<file path="config.mk">
export PLATFORM = sky130hd
export DESIGN_NAME = vidmem_arbiter
export DESIGN_NICKNAME = d
export VERILOG_FILES = /design/src/rtl/vidmem_arbiter.sv
export SDC_FILE = /design/constraint.sdc
export NUM_CORES = 1
export LEC_CHECK = 0
export ABC_AREA = 1
export BUFFER_PORTS_ARGS = -buffer_cell sky130_fd_sc_hd__buf_2
export CAP_MARGIN = 20
export CORE_AREA = 2 2 123 125
export CTS_CLUSTER_SIZE = 24
export DETAILED_ROUTE_END_ITERATION = 10
export DIE_AREA = 0 0 125 127
export GPL_TIMING_DRIVEN = 0
export MAX_ROUTING_LAYER = met4
export SYNTH_ARGS = -nofsm -noshare
export SYNTH_HDL_FRONTEND = slang
export SYNTH_SLANG_ARGS = --single-unit
</file>
<file path="constraint.sdc">
create_clock -name clk_i -period 1.5 [get_ports clk_i]
set_input_delay 0.075 -clock clk_i [delete_from_list [all_inputs] [get_ports clk_i]]
set_output_delay 0.075 -clock clk_i [all_outputs]
set_load 0.05 [all_outputs]
</file>
<file path="src/rtl/vidmem_arbiter.sv">
// vidmem_arbiter: two-master Wishbone arbiter for video RAM, m0 (scanout) priority with m1 starvation override
// and a no-ack watchdog that returns a bus error to the granted master.
module vidmem_arbiter #(
  parameter int STARVE_MAX = 8,
  parameter int TIMEOUT    = 64
) (
  input  logic        clk_i,
  input  logic        rst_n_i,
  input  logic [31:0] m0_adr_i,
  input  logic [31:0] m0_dat_i,
  output logic [31:0] m0_dat_o,
  input  logic        m0_we_i,
  input  logic [3:0]  m0_sel_i,
  input  logic        m0_cyc_i,
  input  logic        m0_stb_i,
  output logic        m0_ack_o,
  output logic        m0_err_o,
  input  logic [31:0] m1_adr_i,
  input  logic [31:0] m1_dat_i,
  output logic [31:0] m1_dat_o,
  input  logic        m1_we_i,
  input  logic [3:0]  m1_sel_i,
  input  logic        m1_cyc_i,
  input  logic        m1_stb_i,
  output logic        m1_ack_o,
  output logic        m1_err_o,
  output logic [31:0] s_adr_o,
  output logic [31:0] s_dat_o,
  input  logic [31:0] s_dat_i,
  output logic        s_we_o,
  output logic [3:0]  s_sel_o,
  output logic        s_cyc_o,
  output logic        s_stb_o,
  input  logic        s_ack_i,
  output logic [1:0]  grant_o
);
  localparam int SW = $clog2(STARVE_MAX + 1);
  localparam int TW = $clog2(TIMEOUT + 1);
  typedef enum logic [1:0] {IDLE, GNT0, GNT1} state_t;
  state_t state, state_nxt;
  logic [SW-1:0] starve_cnt, starve_nxt;
  logic [TW-1:0] to_cnt, to_nxt;
  logic g0, g1, starved, timeout;
  assign g0 = state == GNT0;
  assign g1 = state == GNT1;
  assign starved = starve_cnt == SW'(STARVE_MAX);
  assign m0_dat_o = s_dat_i;
  assign m1_dat_o = s_dat_i;
  always_comb begin
    s_cyc_o = g0 ? m0_cyc_i : g1 ? m1_cyc_i : 1'b0;
    s_stb_o = g0 ? m0_stb_i : g1 ? m1_stb_i : 1'b0;
    s_we_o = g0 ? m0_we_i : g1 ? m1_we_i : 1'b0;
    s_adr_o = g1 ? m1_adr_i : m0_adr_i;
    s_dat_o = g1 ? m1_dat_i : m0_dat_i;
    s_sel_o = g1 ? m1_sel_i : m0_sel_i;
    // an ack in the final watchdog cycle still completes the beat
    timeout = s_stb_o & ~s_ack_i & (to_cnt == TW'(TIMEOUT - 1));
    m0_ack_o = g0 & s_ack_i & m0_stb_i;
    m1_ack_o = g1 & s_ack_i & m1_stb_i;
    m0_err_o = g0 & timeout;
    m1_err_o = g1 & timeout;
    grant_o = {g1, g0};
    state_nxt = state == IDLE ? ((m1_cyc_i & (~m0_cyc_i | starved)) ? GNT1 : m0_cyc_i ? GNT0 : IDLE)
                              : (s_cyc_o & ~timeout) ? state : IDLE;
    starve_nxt = (~m1_cyc_i | (state == IDLE & state_nxt == GNT1)) ? '0
               : (~g1 & ~starved) ? starve_cnt + SW'(1) : starve_cnt;
    to_nxt = (s_stb_o & ~s_ack_i & ~timeout) ? to_cnt + TW'(1) : '0;
  end
  always_ff @(posedge clk_i or negedge rst_n_i) begin
    if (!rst_n_i) begin
      state <= IDLE;
      starve_cnt <= '0;
      to_cnt <= '0;
    end else begin
      state <= state_nxt;
      starve_cnt <= starve_nxt;
      to_cnt <= to_nxt;
    end
  end
endmodule
</file>
# ---- Word-level counts from Yosys, hierarchy flattened
# Cells that the tools add are included.
dict set report classes {
  n_addsub 2
  n_mul 0
  n_div 0
  n_lt_le_gt_ge 0
  eq_ne 5
  n_shift 0
  mux 16
  n_bitwise 21
  n_reduce_logical 2
}
# operator n
set op_table {}
lappend op_table {{$mux 32} 2}
lappend op_table {{$and 1x1->1} 13}
lappend op_table {{$mux 4} 3}
lappend op_table {{$add 7x1->7 const B} 1}
lappend op_table {{$eq 7x6->1 const B} 1}
lappend op_table {{$mux 1} 7}
lappend op_table {{$mux 7} 1}
lappend op_table {{$mux 2} 3}
lappend op_table {{$not 1->1} 6}
lappend op_table {{$add 4x1->4 const B} 1}
lappend op_table {{$eq 2x2->1 const B} 2}
lappend op_table {{$eq 4x4->1 const B} 1}
lappend op_table {{$eq 2x1->1 const B} 1}
lappend op_table {{$logic_not 2->1} 1}
lappend op_table {{$or 1x1->1} 2}
lappend op_table {{$reduce_bool 2->1} 1}
dict set report word_totals {
  ff_bits 13
  latchBits 0
  ramBits 0
  rom_bits 0
  output_inout_bits 141
  wordCells 49
  n_memories 0
}

# ---- Longest topological paths before layout
dict set report logic_depth {
  depth_word 13
  depth_mapped 8
  mapped_depth_nobuf 8
}

# ---- Worst setup path before layout
# Ideal clock, no wire load.
dict set report synth_timing {
  path_kind {reg2out}
  start {reg state[1]}
  end {out m0_err_o}
  arrival_ps 2060
  required_time_ps 1425
  setup_slack_ps -635
  stages_incl_launch_ff 6
  path_buffers 0
  cell_sequence {dfrtp_1 inv_1 nand3_1 nand2_2 nand3_2 nor3_1}
}
dict set report synth_between {
  elab_chain_len 6
  word_cells_on_any_way 7
  classes_between {eq/ne (2); mux (2); bitwise (3)}
}
# element line
set synth_lines {}
lappend synth_lines {{start: declaration} 40} ;# state_t state, state_nxt;
lappend synth_lines {{start signal: assignment} 75} ;# state <= state_nxt;
lappend synth_lines {{$eq 2x2->1} 45} ;# assign g1 = state == GNT1;
lappend synth_lines {{$mux 1} 51} ;# s_stb_o = g0 ? m0_stb_i : g1 ? m1_stb_i : 1'b0;
lappend synth_lines {{$mux 1 (*)} 51}
lappend synth_lines {{net s_stb_o} 33} ;# output logic s_stb_o,
lappend synth_lines {{$and 1x1->1 (*) (2 in series)} 57} ;# timeout = s_stb_o & ~s_ack_i & (to_cnt == TW'(TIMEOUT - 1));
lappend synth_lines {{$and 1x1->1 (*)} 60} ;# m0_err_o = g0 & timeout;
lappend synth_lines {{end: declaration} 17} ;# output logic m0_err_o,
# The timed path passes the listed nets; every way through them passes the cells marked *.

# ---- Final worst setup path
dict set report layout_timing {
  start {reg state[0]}
  end {out s_cyc_o}
}
dict set report layout_between {
  elab_chain_len 3
  word_cells_on_any_way 4
  classes_between {eq/ne (2); mux (2)}
}
# element line
set layout_lines {}
lappend layout_lines {{$eq 2x2->1} 45}
lappend layout_lines {{$mux 1} 50} ;# s_cyc_o = g0 ? m0_cyc_i : g1 ? m1_cyc_i : 1'b0;
lappend layout_lines {{$mux 1 (*)} 50}
lappend layout_lines {{end: declaration} 32} ;# output logic s_cyc_o,
# Mark *: on every way between the ends. The rest lies on a longest branch, timed or not.

==> results by group <==
Status
  • Result of the run: complete, but fails checks
  • Failing checks: setup timing

Floorplanning
  • Ports placed on the boundary: 318
  • Core footprint: 14400 µm²
  • Full die area: 15900 µm²
  • Vert. Die Dim: 127 µm
  • Horizontal die dimension: approximately 130 µm
  • Initial standard-cell utilization of the core: 0.147
  • Number of standard-cell rows in the floorplan: 44

Timing
  • Worst Hold Margin: 0.118 ns
  • Tmin final: 1.61 ns
  • Setup violation total in the final timing report: 73
  • Worst slew slack as a fraction of its limit: 0.808
  • Period utilisation layout: 1.07
  • Hold Fails Final Rpt: 0
  • Unrepaired setup endpoints after global routing: yes
  • Final setup slack of the worst path: -0.111 ns
  • Maximum clock frequency: between 0.6 and 0.7 GHz
  • Final Slew Violations: 0
  • Least-Margin Pin Slew: 0.288 ns
  • Skew final: 0.00153 ns

Power and ir drop
  • Standby leakage power: 3.43 nW
  • Total power density per cell area: 970 nW/µm²
  • Worst vdd ir: 0.000455 V
  • Pwr Total: 5.88 mW

Yosys
  • Area of the mapped netlist: 2120 µm²
  • Warnings from Yosys: 0
  • Number of distinct library cells after synthesis: 24
  • Mapped Avg Cell Area: 5.55 µm²
  • Sequential-to-total area share from yosys stat: 0.153
  • Instance count of the mapped netlist: 382
  • Flop and latch count out of synthesis: 13
  • Net count after synthesis: between 500 and 600

GRT
  • Initial antenna violation count: 0
  • Vias in the first global route: ~3200
  • Met3 Resource Use GR: 0.0121
  • First-pass GRT wire length: 16600 µm
  • Global-route congestion overflow total: 0
  • Pin count of the biggest net entering global routing: 14
  • Most crowded layer after global routing: met2
  • Met2 track demand over resource: 0.246
  • Overall routing resource usage: 0.133
  • Met1 Use GR: 0.163

Clocking
  • Clock Latency Late Sink: 0.24 ns
  • Clock input transition at the sequential cells of the worst setup and hold paths: roughly 0.04 ns
  • Cts bufs inserted: 3
  • Number of levels the H-tree was split into: 1
  • Cell at the root of the clock tree: sky130_fd_sc_hd__clkbuf_16
  • Num Clock Sinks: 13
  • Maximum buffer depth of the clock tree: 2
  • TritonCTS clock tree: built

Placed design
  • Gpl congestion: about 0.83
  • Post-placement cell area: 3790 µm²
  • Number of buffer cells added on primary ports: 285
  • Total instance count after detailed placement: 851
  • Post-Place Setup Slack: -0.268 ns
  • DPL Wire Length: between 8000 and 9000 µm

Worst setup path
  • CP Max Fanout: 5
  • Max stage delay cell, worst path: sky130_fd_sc_hd__dfrtp_1
  • Cell type group with the largest total delay on the critical path: buffers and inverters
  • Data arrival, critical path: 1.54 ns
  • Crit path required time: 1.42 ns
  • Type of the worst setup path: register to primary output
  • Kind of launch point of the worst setup path: register
  • Critical-path cell list: inv_2, nand2_4, buf_12, buf_12, buf_6, o21ai_4, buf_6
  • Buffers & Inverters on Critical Path: 5
  • CP max stage delay: 0.38 ns
  • CP Capture Type: primary output

Routing
  • Number of search-and-repair iterations in the first detailed-routing pass: 4
  • DRT antenna net count: 0
  • Routed WL: around 13000 µm
  • Number of vias per cell: 3.98
  • DRC marker count from the first detailed-route iteration: 66
  • Via count: 3513
  • Drt drc: 0
  • Wire per inst: 14.5 µm

Run
  • Max Cap Violations: 0

Cells and area
  • Share of cells above drive strength 1: 0.824
  • Nets: roughly 900
  • FILL cells: 1399
  • Final Non-Filler Cells: approximately 900
  • Total non-filler cell area in the finished layout: 6070 µm²
  • Synth-to-Final Area Change: 186%
  • Combined area of the multi-input logic cells: roughly 2000 µm²
  • Antenna diode count: 0
  • Storage cell area: 327 µm²

Worst hold path
  • Type of the worst min-delay path: input pin to register
[cells in the mapped netlist]
| master | number | area [µm²] |
|---|---|---|
| sky130_fd_sc_hd__dfrtp_1 | 13 | 325 |
| sky130_fd_sc_hd__o21ai_4 | 1 | 16.3 |
| sky130_fd_sc_hd__a21oi_1 | 1 | 5.00 |
| sky130_fd_sc_hd__nand2_1 | 219 | 822 |
| sky130_fd_sc_hd__o211ai_1 | 1 | 7.51 |
| sky130_fd_sc_hd__nor3_1 | 1 | 5.00 |
| sky130_fd_sc_hd__nand3_2 | 2 | 20.0 |
| sky130_fd_sc_hd__inv_2 | 2 | 7.51 |
| sky130_fd_sc_hd__a31o_2 | 1 | 8.76 |
| sky130_fd_sc_hd__nand2_2 | 2 | 12.5 |
| sky130_fd_sc_hd__buf_2 | 9 | 45.0 |
| sky130_fd_sc_hd__nor2_1 | 22 | 82.6 |
| sky130_fd_sc_hd__nand3_1 | 10 | 50.1 |
| sky130_fd_sc_hd__inv_1 | 12 | 45.0 |
| sky130_fd_sc_hd__buf_4 | 71 | 533 |
| sky130_fd_sc_hd__o21ai_0 | 2 | 10.0 |
| sky130_fd_sc_hd__buf_6 | 1 | 11.3 |
| sky130_fd_sc_hd__nand4_1 | 3 | 18.8 |
| sky130_fd_sc_hd__a22o_1 | 1 | 8.76 |
| sky130_fd_sc_hd__nand2_4 | 1 | 11.3 |
| sky130_fd_sc_hd__nand3b_2 | 1 | 11.3 |
| sky130_fd_sc_hd__ha_1 | 3 | 37.5 |
| sky130_fd_sc_hd__xnor2_1 | 2 | 17.5 |
| sky130_fd_sc_hd__xor2_1 | 1 | 8.76 |
[placed cells by master, fill, tap and decap left out, drive strengths merged]
master,count
dfrtp,13
xnor2,2
a21oi,1
a22o,1
clkbuf,12
o211ai,1
buf,382
nor2,22
a31o,1
xor2,1
nor3,1
nand2,222
nand4,3
o21ai,3
inv,13
ha,3
nand3,12
dlygate4sd3,1
bufbuf,1
clkinv,2
nand3b,1
[state kept, by name, indices dropped and copies added (netlist names)]
| name | cells |
|---|---|
| to_cnt | 7 |
| state | 2 |
| starve_cnt | 4 |
[timing repair]
| action | CTS | global route |
|---|---|---|
| hold buffers | 1 | 0 |
| resized for setup | 177 | 347 |
| cloned | 4 | 8 |
| hold endpoints to repair | 13 | 0 |
| pin swaps | 6 | 50 |
| buffers inserted | 9 | 6 |
| setup endpoints to repair | 74 | 78 |
[cell families (layout without fill, tap and decap cells)]
| kind of cell | Yosys count | after routing | synth area share |
|---|---|---|---|
| adders and majority gates | 3 | 3 | 0.0177 |
| buffers and inverters | 95 | 411 | 0.303 |
| AOI/OAI and AO/OA | 7 | 7 | 0.0266 |
| DFF | 13 | 13 | 0.153 |
| and+or+nand+nor | 261 | 261 | 0.487 |
| xor gates and xnor gates | 3 | 3 | 0.0124 |
[final cells by class]
cell class | instances | share of cell area
repair buffers | 311 | 0.415
multi-input cells | 274 | 0.338
plain buffers | 81 | 0.125
flip-flops and latches | 13 | 0.0538
well taps | 184 | 0.0379
clock buffers | 4 | 0.0130
inverters | 14 | 0.0130
repair inverters | 1 | 0.00495
[final timing paths]
kind / startpoint / end / slack [ns] / depth (start not counted)
worst max-delay path: state[0] / s_cyc_o / -0.11 / 7
worst min-delay path: m1_cyc_i / starve_cnt[1] / 0.12 / 3
worst max register to register: state[0] / starve_cnt[0] / 0.03 / 9
worst min register to register: to_cnt[0] / to_cnt[0] / 0.50 / 1
max in group asynchronous: rst_n_i / state[1] / 1.00 / 2
min in group asynchronous: rst_n_i / to_cnt[2] / 0.26 / 2
[per-layer routing]
layer | part of all wire | vias to the layer above
met5 | 0 | -
met4 | 0.026 | 0
met3 | 0.057 | 22
met2 | 0.53 | 180
met1 | 0.38 | 1581
li1 | - | 1730
[per-stage QoR]
stage / setup TNS (ns) / util
after floorplan: -0.170 / -
after global placement: -4.54 / 0.263
after detailed placement: -6.12 / 0.263
after CTS: -2.25 / 0.318
after global routing: -8.86 / 0.421
final: -4.68 / 0.421
[worst reg2reg max path, delay by kind of cell, from the launching register on]
| family | cells | cell delay, ns |
|---|---|---|
| buffers and inverters | 5 | 0.63 |
| DFF | 1 | 0.38 |
| and+or+nand+nor | 3 | 0.21 |
| xor gates and xnor gates | 1 | 0.15 |
[report_power, final]
group,switching [mW],internal (mW),total [mW]
Combinational,2.94,2.02,4.95
Clock,0.146,0.358,0.505
Sequential,0.0415,0.383,0.425
Total,3.12,2.76,5.88
(Power assumes the default switching activity.)
